### src/rtl/msdf_add_ctrl_if.sv
// Operand/result handshake bundle between a requester and the MSDF add controller.
// Digit 0 (most significant) sits in the top DW bits of each vector.
interface msdf_add_ctrl_if #(
  parameter int NDIG = 4,
  parameter int DW   = 5
);
  logic                in_valid;
  logic                in_ready;
  logic [NDIG*DW-1:0]  x_vec;
  logic [NDIG*DW-1:0]  y_vec;
  logic                out_valid;
  logic                out_ready;
  logic [NDIG*DW-1:0]  s_vec;

  modport master (
    output in_valid, x_vec, y_vec, out_ready,
    input  in_ready, out_valid, s_vec
  );

  modport slave (
    input  in_valid, x_vec, y_vec, out_ready,
    output in_ready, out_valid, s_vec
  );
endinterface

### src/rtl/msdf_add_ctrl.sv
// Sequences one NDIG-digit operand pair through an online (MSD-first) adder
// with DELAY cycles of online delay and collects the result digits.
module msdf_add_ctrl #(
  parameter int NDIG  = 4,
  parameter int DELAY = 2,
  parameter int DW    = 5
) (
  input  logic          clk,
  input  logic          reset,
  msdf_add_ctrl_if.slave bus,
  output logic [DW-1:0] add_x,
  output logic [DW-1:0] add_y,
  output logic          add_rst,
  input  logic [DW-1:0] add_s,
  output logic          busy
);

  localparam int KW = $clog2(NDIG + DELAY + 1);
  localparam logic [KW-1:0] KLAST = KW'(NDIG + DELAY - 1);

  typedef enum logic [1:0] {IDLE, CLR, STREAM, DONE} state_t;

  state_t             state, nxt;
  logic [KW-1:0]      k;
  logic [NDIG*DW-1:0] xr, yr, sr;
  logic [DW-1:0]      dx, dy;
  logic               in_ready_c, out_valid_c;

  assign bus.in_ready  = in_ready_c;
  assign bus.out_valid = out_valid_c;
  assign bus.s_vec     = sr;

  always_ff @(posedge clk) begin
    if (reset) begin
      state <= IDLE;
      k     <= '0;
      xr    <= '0;
      yr    <= '0;
      sr    <= '0;
    end else begin
      state <= nxt;
      case (state)
        IDLE: begin
          if (bus.in_valid) begin
            xr <= bus.x_vec;
            yr <= bus.y_vec;
          end
        end
        CLR: k <= '0;
        STREAM: begin
          // k stops at NDIG+DELAY, which still fits in KW bits, so it never wraps
          k <= k + 1'b1;
          for (int i = 0; i < NDIG; i++) begin
            if (k == KW'(i + DELAY))
              sr[(NDIG-1-i)*DW +: DW] <= add_s;
          end
        end
        default: ;
      endcase
    end
  end

  // Digit k of each latched operand; past the last digit the adder is fed zeros.
  always_comb begin
    dx = '0;
    dy = '0;
    for (int i = 0; i < NDIG; i++) begin
      if (k == KW'(i)) begin
        dx = xr[(NDIG-1-i)*DW +: DW];
        dy = yr[(NDIG-1-i)*DW +: DW];
      end
    end
  end

  always_comb begin
    nxt         = state;
    in_ready_c  = 1'b0;
    out_valid_c = 1'b0;
    add_rst     = 1'b0;
    add_x       = '0;
    add_y       = '0;
    busy        = 1'b1;
    case (state)
      IDLE: begin
        busy       = 1'b0;
        in_ready_c = 1'b1;
        if (bus.in_valid) nxt = CLR;
      end
      CLR: begin
        add_rst = 1'b1;
        nxt     = STREAM;
      end
      STREAM: begin
        add_x = dx;
        add_y = dy;
        if (k == KLAST) nxt = DONE;
      end
      DONE: begin
        out_valid_c = 1'b1;
        if (bus.out_ready) nxt = IDLE;
      end
      default: nxt = IDLE;
    endcase
    // Reset overrides everything and holds the adder in reset as well.
    if (reset) begin
      nxt         = IDLE;
      in_ready_c  = 1'b0;
      out_valid_c = 1'b0;
      busy        = 1'b0;
      add_x       = '0;
      add_y       = '0;
      add_rst     = 1'b1;
    end
  end

endmodule

### src/flat_wrapper.sv
// flat-port wrapper written by rule: the top's interface ports become plain ports
module msdf_add_ctrl_flat 
#(
  parameter int NDIG  = 4,
  parameter int DELAY = 2,
  parameter int DW    = 5
)
  (clk, reset, add_x, add_y, add_rst, add_s, busy, bus_in_valid, bus_x_vec, bus_y_vec, bus_out_ready, bus_in_ready, bus_out_valid, bus_s_vec);
  msdf_add_ctrl_if #(.NDIG(NDIG), .DW(DW)) bus_i ();
  input  logic clk;
  input  logic reset;
  output logic [DW-1:0] add_x;
  output logic [DW-1:0] add_y;
  output logic add_rst;
  input  logic [DW-1:0] add_s;
  output logic busy;
  input wire logic [$bits(bus_i.in_valid)-1:0] bus_in_valid;
  input wire logic [$bits(bus_i.x_vec)-1:0] bus_x_vec;
  input wire logic [$bits(bus_i.y_vec)-1:0] bus_y_vec;
  input wire logic [$bits(bus_i.out_ready)-1:0] bus_out_ready;
  output wire logic [$bits(bus_i.in_ready)-1:0] bus_in_ready;
  output wire logic [$bits(bus_i.out_valid)-1:0] bus_out_valid;
  output wire logic [$bits(bus_i.s_vec)-1:0] bus_s_vec;
  assign bus_i.in_valid = bus_in_valid;
  assign bus_i.x_vec = bus_x_vec;
  assign bus_i.y_vec = bus_y_vec;
  assign bus_i.out_ready = bus_out_ready;
  assign bus_in_ready = bus_i.in_ready;
  assign bus_out_valid = bus_i.out_valid;
  assign bus_s_vec = bus_i.s_vec;
  msdf_add_ctrl #(.NDIG(NDIG), .DELAY(DELAY), .DW(DW)) u_core (.clk(clk), .reset(reset), .bus(bus_i), .add_x(add_x), .add_y(add_y), .add_rst(add_rst), .add_s(add_s), .busy(busy));
endmodule
### config.mk
export PLATFORM = sky130hd
export DESIGN_NAME = msdf_add_ctrl_flat
export DESIGN_NICKNAME = d
export VERILOG_FILES = /design/src/rtl/msdf_add_ctrl_if.sv /design/src/rtl/msdf_add_ctrl.sv /design/src/flat_wrapper.sv
export SDC_FILE = /design/constraint.sdc
export NUM_CORES = 1
export LEC_CHECK = 0
export ABC_AREA = 1
export CAP_MARGIN = 15
export CORE_MARGIN = 4
export CORE_UTILIZATION = 52
export CTS_BUF_LIST = sky130_fd_sc_hd__clkbuf_16
export CTS_CLUSTER_DIAMETER = 200
export DETAILED_ROUTE_END_ITERATION = 10
export PLACE_DENSITY_LB_ADDON = 0.08
export RECOVER_POWER = 50
export SETUP_SLACK_MARGIN = 0.4
export SLEW_MARGIN = 0
export SYNTH_ARGS = -nofsm -noshare
export SYNTH_HDL_FRONTEND = slang
export SYNTH_SLANG_ARGS = --single-unit
### constraint.sdc
create_clock -name clk -period 4.07 [get_ports clk]
set_clock_uncertainty 0.2 [all_clocks]
set_input_delay 0.6105 -clock clk [delete_from_list [all_inputs] [get_ports clk]]
set_output_delay 0.6105 -clock clk [all_outputs]
set_load 0.03 [all_outputs]
Word-level counts from Yosys, hierarchy flattened:

Cells that the tools add are included.
W data, S select, Z words.

* divide/modulo/power cells: 0
* multipliers: 0
* muxes and demuxes: 25
* equality and inequality tests: 11
* bitwise gates (word level): 0
* order comparisons: 0
* shifts and indexed selects: 0
* $add $sub $neg: 1
* reductions and logical operators: 9

Operators with widths (count)
* $mux W5: 12
* $reduce_and A2 Y1: 5
* $mux W1: 8
* $pmux W2 S4: 1
* $eq A3 B2 Y1 const B: 2
* $eq A3 B3 Y1 const B: 2
* $mux W2: 3
* $pmux W3 S2: 1
* $eq A2 B2 Y1 const B: 2
* $ne A2 B2 Y1 const B: 2
* $add A3 B1 Y3 const B: 1
* $eq A3 B1 Y1 const B: 1
* $logic_not A3 Y1: 1
* $reduce_and A3 Y1: 1
* $eq A2 B1 Y1 const B: 1
* $logic_not A2 Y1: 1
* $ne A2 B1 Y1 const B: 1
* $reduce_bool A2 Y1: 1

* input bits: 49
* memories: 0
* logic and storage cells: 54
* bits in registers: 65
* bits in latches: 0
* output and inout port bits: 34
* memory bits (read-only): 0
* bits in writable memories: 0

Depth between registers and ports, before layout:

* depth after elaboration: 7
* mapped depth: 9
* depth with buffers taken out: 8

Least setup slack after synthesis:

Ideal clock, no wire load.

* kind: reg2out
* start point: register u_core.k[2]
* end point: output port add_x[1]
* slack: 1.595 ns
* cell stages (with the launch flop): 9
* buffers on the path: 3
* required time: 3.259 ns
* data arrival time: 1.665 ns
* path through: dfxtp_1 buf_6 inv_2 buf_6 ha_1 inv_1 clkbuf_1 o21ai_0 a21oi_1

* cells in the longest elaborated chain, start to end: 7
* elaborated cells on any way between the ends: 10
* those cells by class: 3 x eq/ne; 6 x mux; 1 x reduce/logical

RTL lines
* from (decl): RTL line msdf_add_ctrl.sv:24 `logic [KW-1:0] k;`
* from (signal assigned): RTL line msdf_add_ctrl.sv:52 `k <= k + 1'b1;`
* $logic_not A3 Y1: RTL line msdf_add_ctrl.sv:68 `if (k == KW'(i)) begin`
* $mux W5 (3 in series): RTL line msdf_add_ctrl.sv:68
* $mux W5 (*): RTL line msdf_add_ctrl.sv:68
* $mux W5 (*): RTL line msdf_add_ctrl.sv:83 `case (state)`
* $mux W5 (*): RTL line msdf_add_ctrl.sv:105 `if (reset) begin`
* to (decl): RTL line flat_wrapper.sv:12 `output logic [DW-1:0] add_x;`

Mark *: on every way between the ends. The rest lies on a longest branch, timed or not.

Worst setup path in the final report:

* start point: register u_core.k[2]
* end point: output port add_x[4]

Same word-level chain as after synthesis.

==> results.json <==
{
  "synth_cell_type_count": 23,
  "synth_cells": 422,
  "finalWorstSetupSlack_ns": 0.5270,
  "yosysTopAreaCell": "dfxtp_1",
  "mostFrequentLayoutCell": "nor2_1",
  "antenna_left": 0,
  "path_clk_slew_ns": 0.05,
  "route.detailed.drc": 0,
  "gr-usage-all-layers_pct": 22.03,
  "rows": 27,
  "synth.area.top_cells": "dfxtp_1, o21ai_0, nor2_1, nand2_1, inv_1",
  "drt_iter0_markers": 202,
  "initial_core_util_pct": 54.00,
  "cts.sinks": 65,
  "core_area_mm2": 0.005540,
  "finalSetupTns_ns": 0,
  "crit_arrival_ns": 2.73,
  "critPathRequiredTime_ns": 3.26,
  "antenna_cells": 0,
  "fill_cells": 471,
  "area_growth_pct": 36.60,
  "first_global_vias": 2686,
  "final.min_clock_period_ns": 3.543,
  "wl_met2_um": 3453,
  "hold_violations": 0,
  "dp_slack_ns": 0.8604,
  "grt_max_degree": 58,
  "dr_wl_met3_um": 439,
  "syn_area_per_cell_um2": 7.089,
  "peakVddDrop_mv": 0.3924,
  "cts_root_buffer": "clkbuf_16",
  "yosysTopAreaCellShare_pct": 43.50,
  "yosysSeqAreaShare_pct": 43.50,
  "die_h_um": 83.85,
  "rsz0062_at_grt": "no",
  "port_buffers": 82,
  "routed_wl_um": 7485,
  "end_kind": "output port",
  "nets": 555,
  "highest_layer": "met4",
  "grt_pass1_wl_um": 12600,
  "crit_chain": "inv_1, ha_1, clkinvlp_4, nand2_1, inv_1, a21oi_1, clkdlybuf4s50_1",
  "cp_slowest_cell": "clkdlybuf4s50_1",
  "crit_type": "reg -> out",
  "maxCapViolations": 0,
  "wl_per_cell_um": 13.06,
  "tritoncts": "built",
  "place.gp.congestion": 0.7940,
  "fmax_mhz": 282.2,
  "hp-class": "reg -> reg",
  "fp.dieArea_mm2": 0.007031,
  "clockBufferDepth": 2,
  "outcome": "finished clean",
  "via_count": 2869,
  "final_area_mm2": 0.004086,
  "crit_path_start_kind": "flop",
  "syn-num-nets": 481,
  "h-tree-depth": 3,
  "cpMostUsedCell": "inv_1",
  "grt-ovfl-total": 0,
  "layout_common_cells": "nor2_1, dfxtp_1, o21ai_0",
  "cp_slowest_stage_delay_ns": 0.69,
  "place_area_mm2": 0.003806,
  "die_x_um": 83.85,
  "drive_gt1_share_pct": 5.589,
  "ctsHoldBuffers": 0,
  "insertion_delay_ns": 0.32,
  "pwr_density_cell_mw_per_mm2": 531.5,
  "cts_made_buffers": 9,
  "leakage_nw": 1.706,
  "ios": 83,
  "vias_per_cell": 5.007,
  "dp_hpwl_um": 5092,
  "met1Wirelength_um": 3452,
  "setup_viol": 0,
  "synth-seq-cells": 65,
  "antenna_found_initial": 0,
  "synth_area_mm2": 0.002992,
  "tightest_slew_ns": 1.327,
  "max_slew_margin_pct": 11.43,
  "drv_slew": 0,
  "worstPathMaxFanout": 20,
  "fin_crit_sh_pct": 87.05,
  "first_pass_iters": 5,
  "ys_warn_count": 0
}
[sequential cells by signal (all words and copies together) (netlist names)]
| register | cells |
|---|---|
| u_core.state | 2 |
| u_core.xr | 20 |
| u_core.bus.s_vec | 20 |
| u_core.yr | 20 |
| u_core.k | 3 |
[critical path: cells and delay by family, from the launching register on]
| kind | cells | cell delay [ns] |
|---|---|---|
| buf+inv | 4 | 1.37 |
| flops | 1 | 0.43 |
| fa+ha+maj | 1 | 0.29 |
| simple gates | 1 | 0.16 |
| compound gates | 1 | 0.16 |
[logic make-up after synthesis]
| family | share of synthesized area, % |
|---|---|
| AOI/OAI and AO/OA | 18.11 |
| and+or+nand+nor | 24.09 |
| adders and majority gates | 4.182 |
| DFF | 43.50 |
| buffers and inverters | 10.12 |
[worst paths after layout]
path,start,endpoint,slack (ns),cells after the start
hold / removal,u_core.bus.s_vec[0],u_core.bus.s_vec[0],0.24,2
setup / recovery,u_core.k[2],add_x[4],0.53,7
setup reg to reg,u_core.state[0],u_core.yr[17],1.77,7
hold reg to reg,u_core.bus.s_vec[0],u_core.bus.s_vec[0],0.24,2
[stage by stage]
stage	hold WS (ns)	util [%]	power, mW	std cells
after floorplan	0.2291	-	1.267	422
after global placement	0.2318	68.70	1.443	557
after detailed placement	0.2379	68.70	1.461	557
after CTS	0.2461	73.76	2.180	573
after global routing	0.2636	73.76	2.308	573
final	0.2426	73.76	2.172	573
[area by class of cell]
| type | count | area (um2) | area share, % |
|---|---|---|---|
| inverter | 49 | 187.7 | 4.593 |
| tap | 72 | 90.09 | 2.205 |
| multi-input combinational | 286 | 1388 | 33.96 |
| clock inverter | 7 | 55.05 | 1.347 |
| clock buffer | 9 | 225.2 | 5.511 |
| timing repair buffer | 85 | 839.6 | 20.55 |
| sequential | 65 | 1301 | 31.84 |
[layer usage]
layer / global-route usage [%] / vias up
met1: 28.71 / 1278
met4: 9.942 / 0
met5: 0 / -
li1: - / 1499
met2: 35.00 / 82
met3: 4.541 / 10
[synthesized netlist by cell type, drive strengths merged]
cell    instances
nor2           81
dfxtp          65
o21ai          65
nand2          60
inv            49
a21oi          38
nand3          29
buf            11
clkbuf         11
ha             10
a211oi          1
nand4           1
or2             1
[repair_timing]
| action | CTS | global route |
|---|---|---|
| setup buffers | 0 | 0 |
| endpoints found under the setup margin | 0 | 10 |
| resized for setup | 0 | 1 |
[where the power goes]
part | total, mW | leakage (nW) | internal (mW) | switching (mW)
Combinational | 0.637 | 1.02 | 0.237 | 0.400
Clock | 0.714 | 0.150 | 0.462 | 0.252
Sequential | 0.820 | 0.533 | 0.760 | 0.0600
Power figures use the tool's default switching activity.
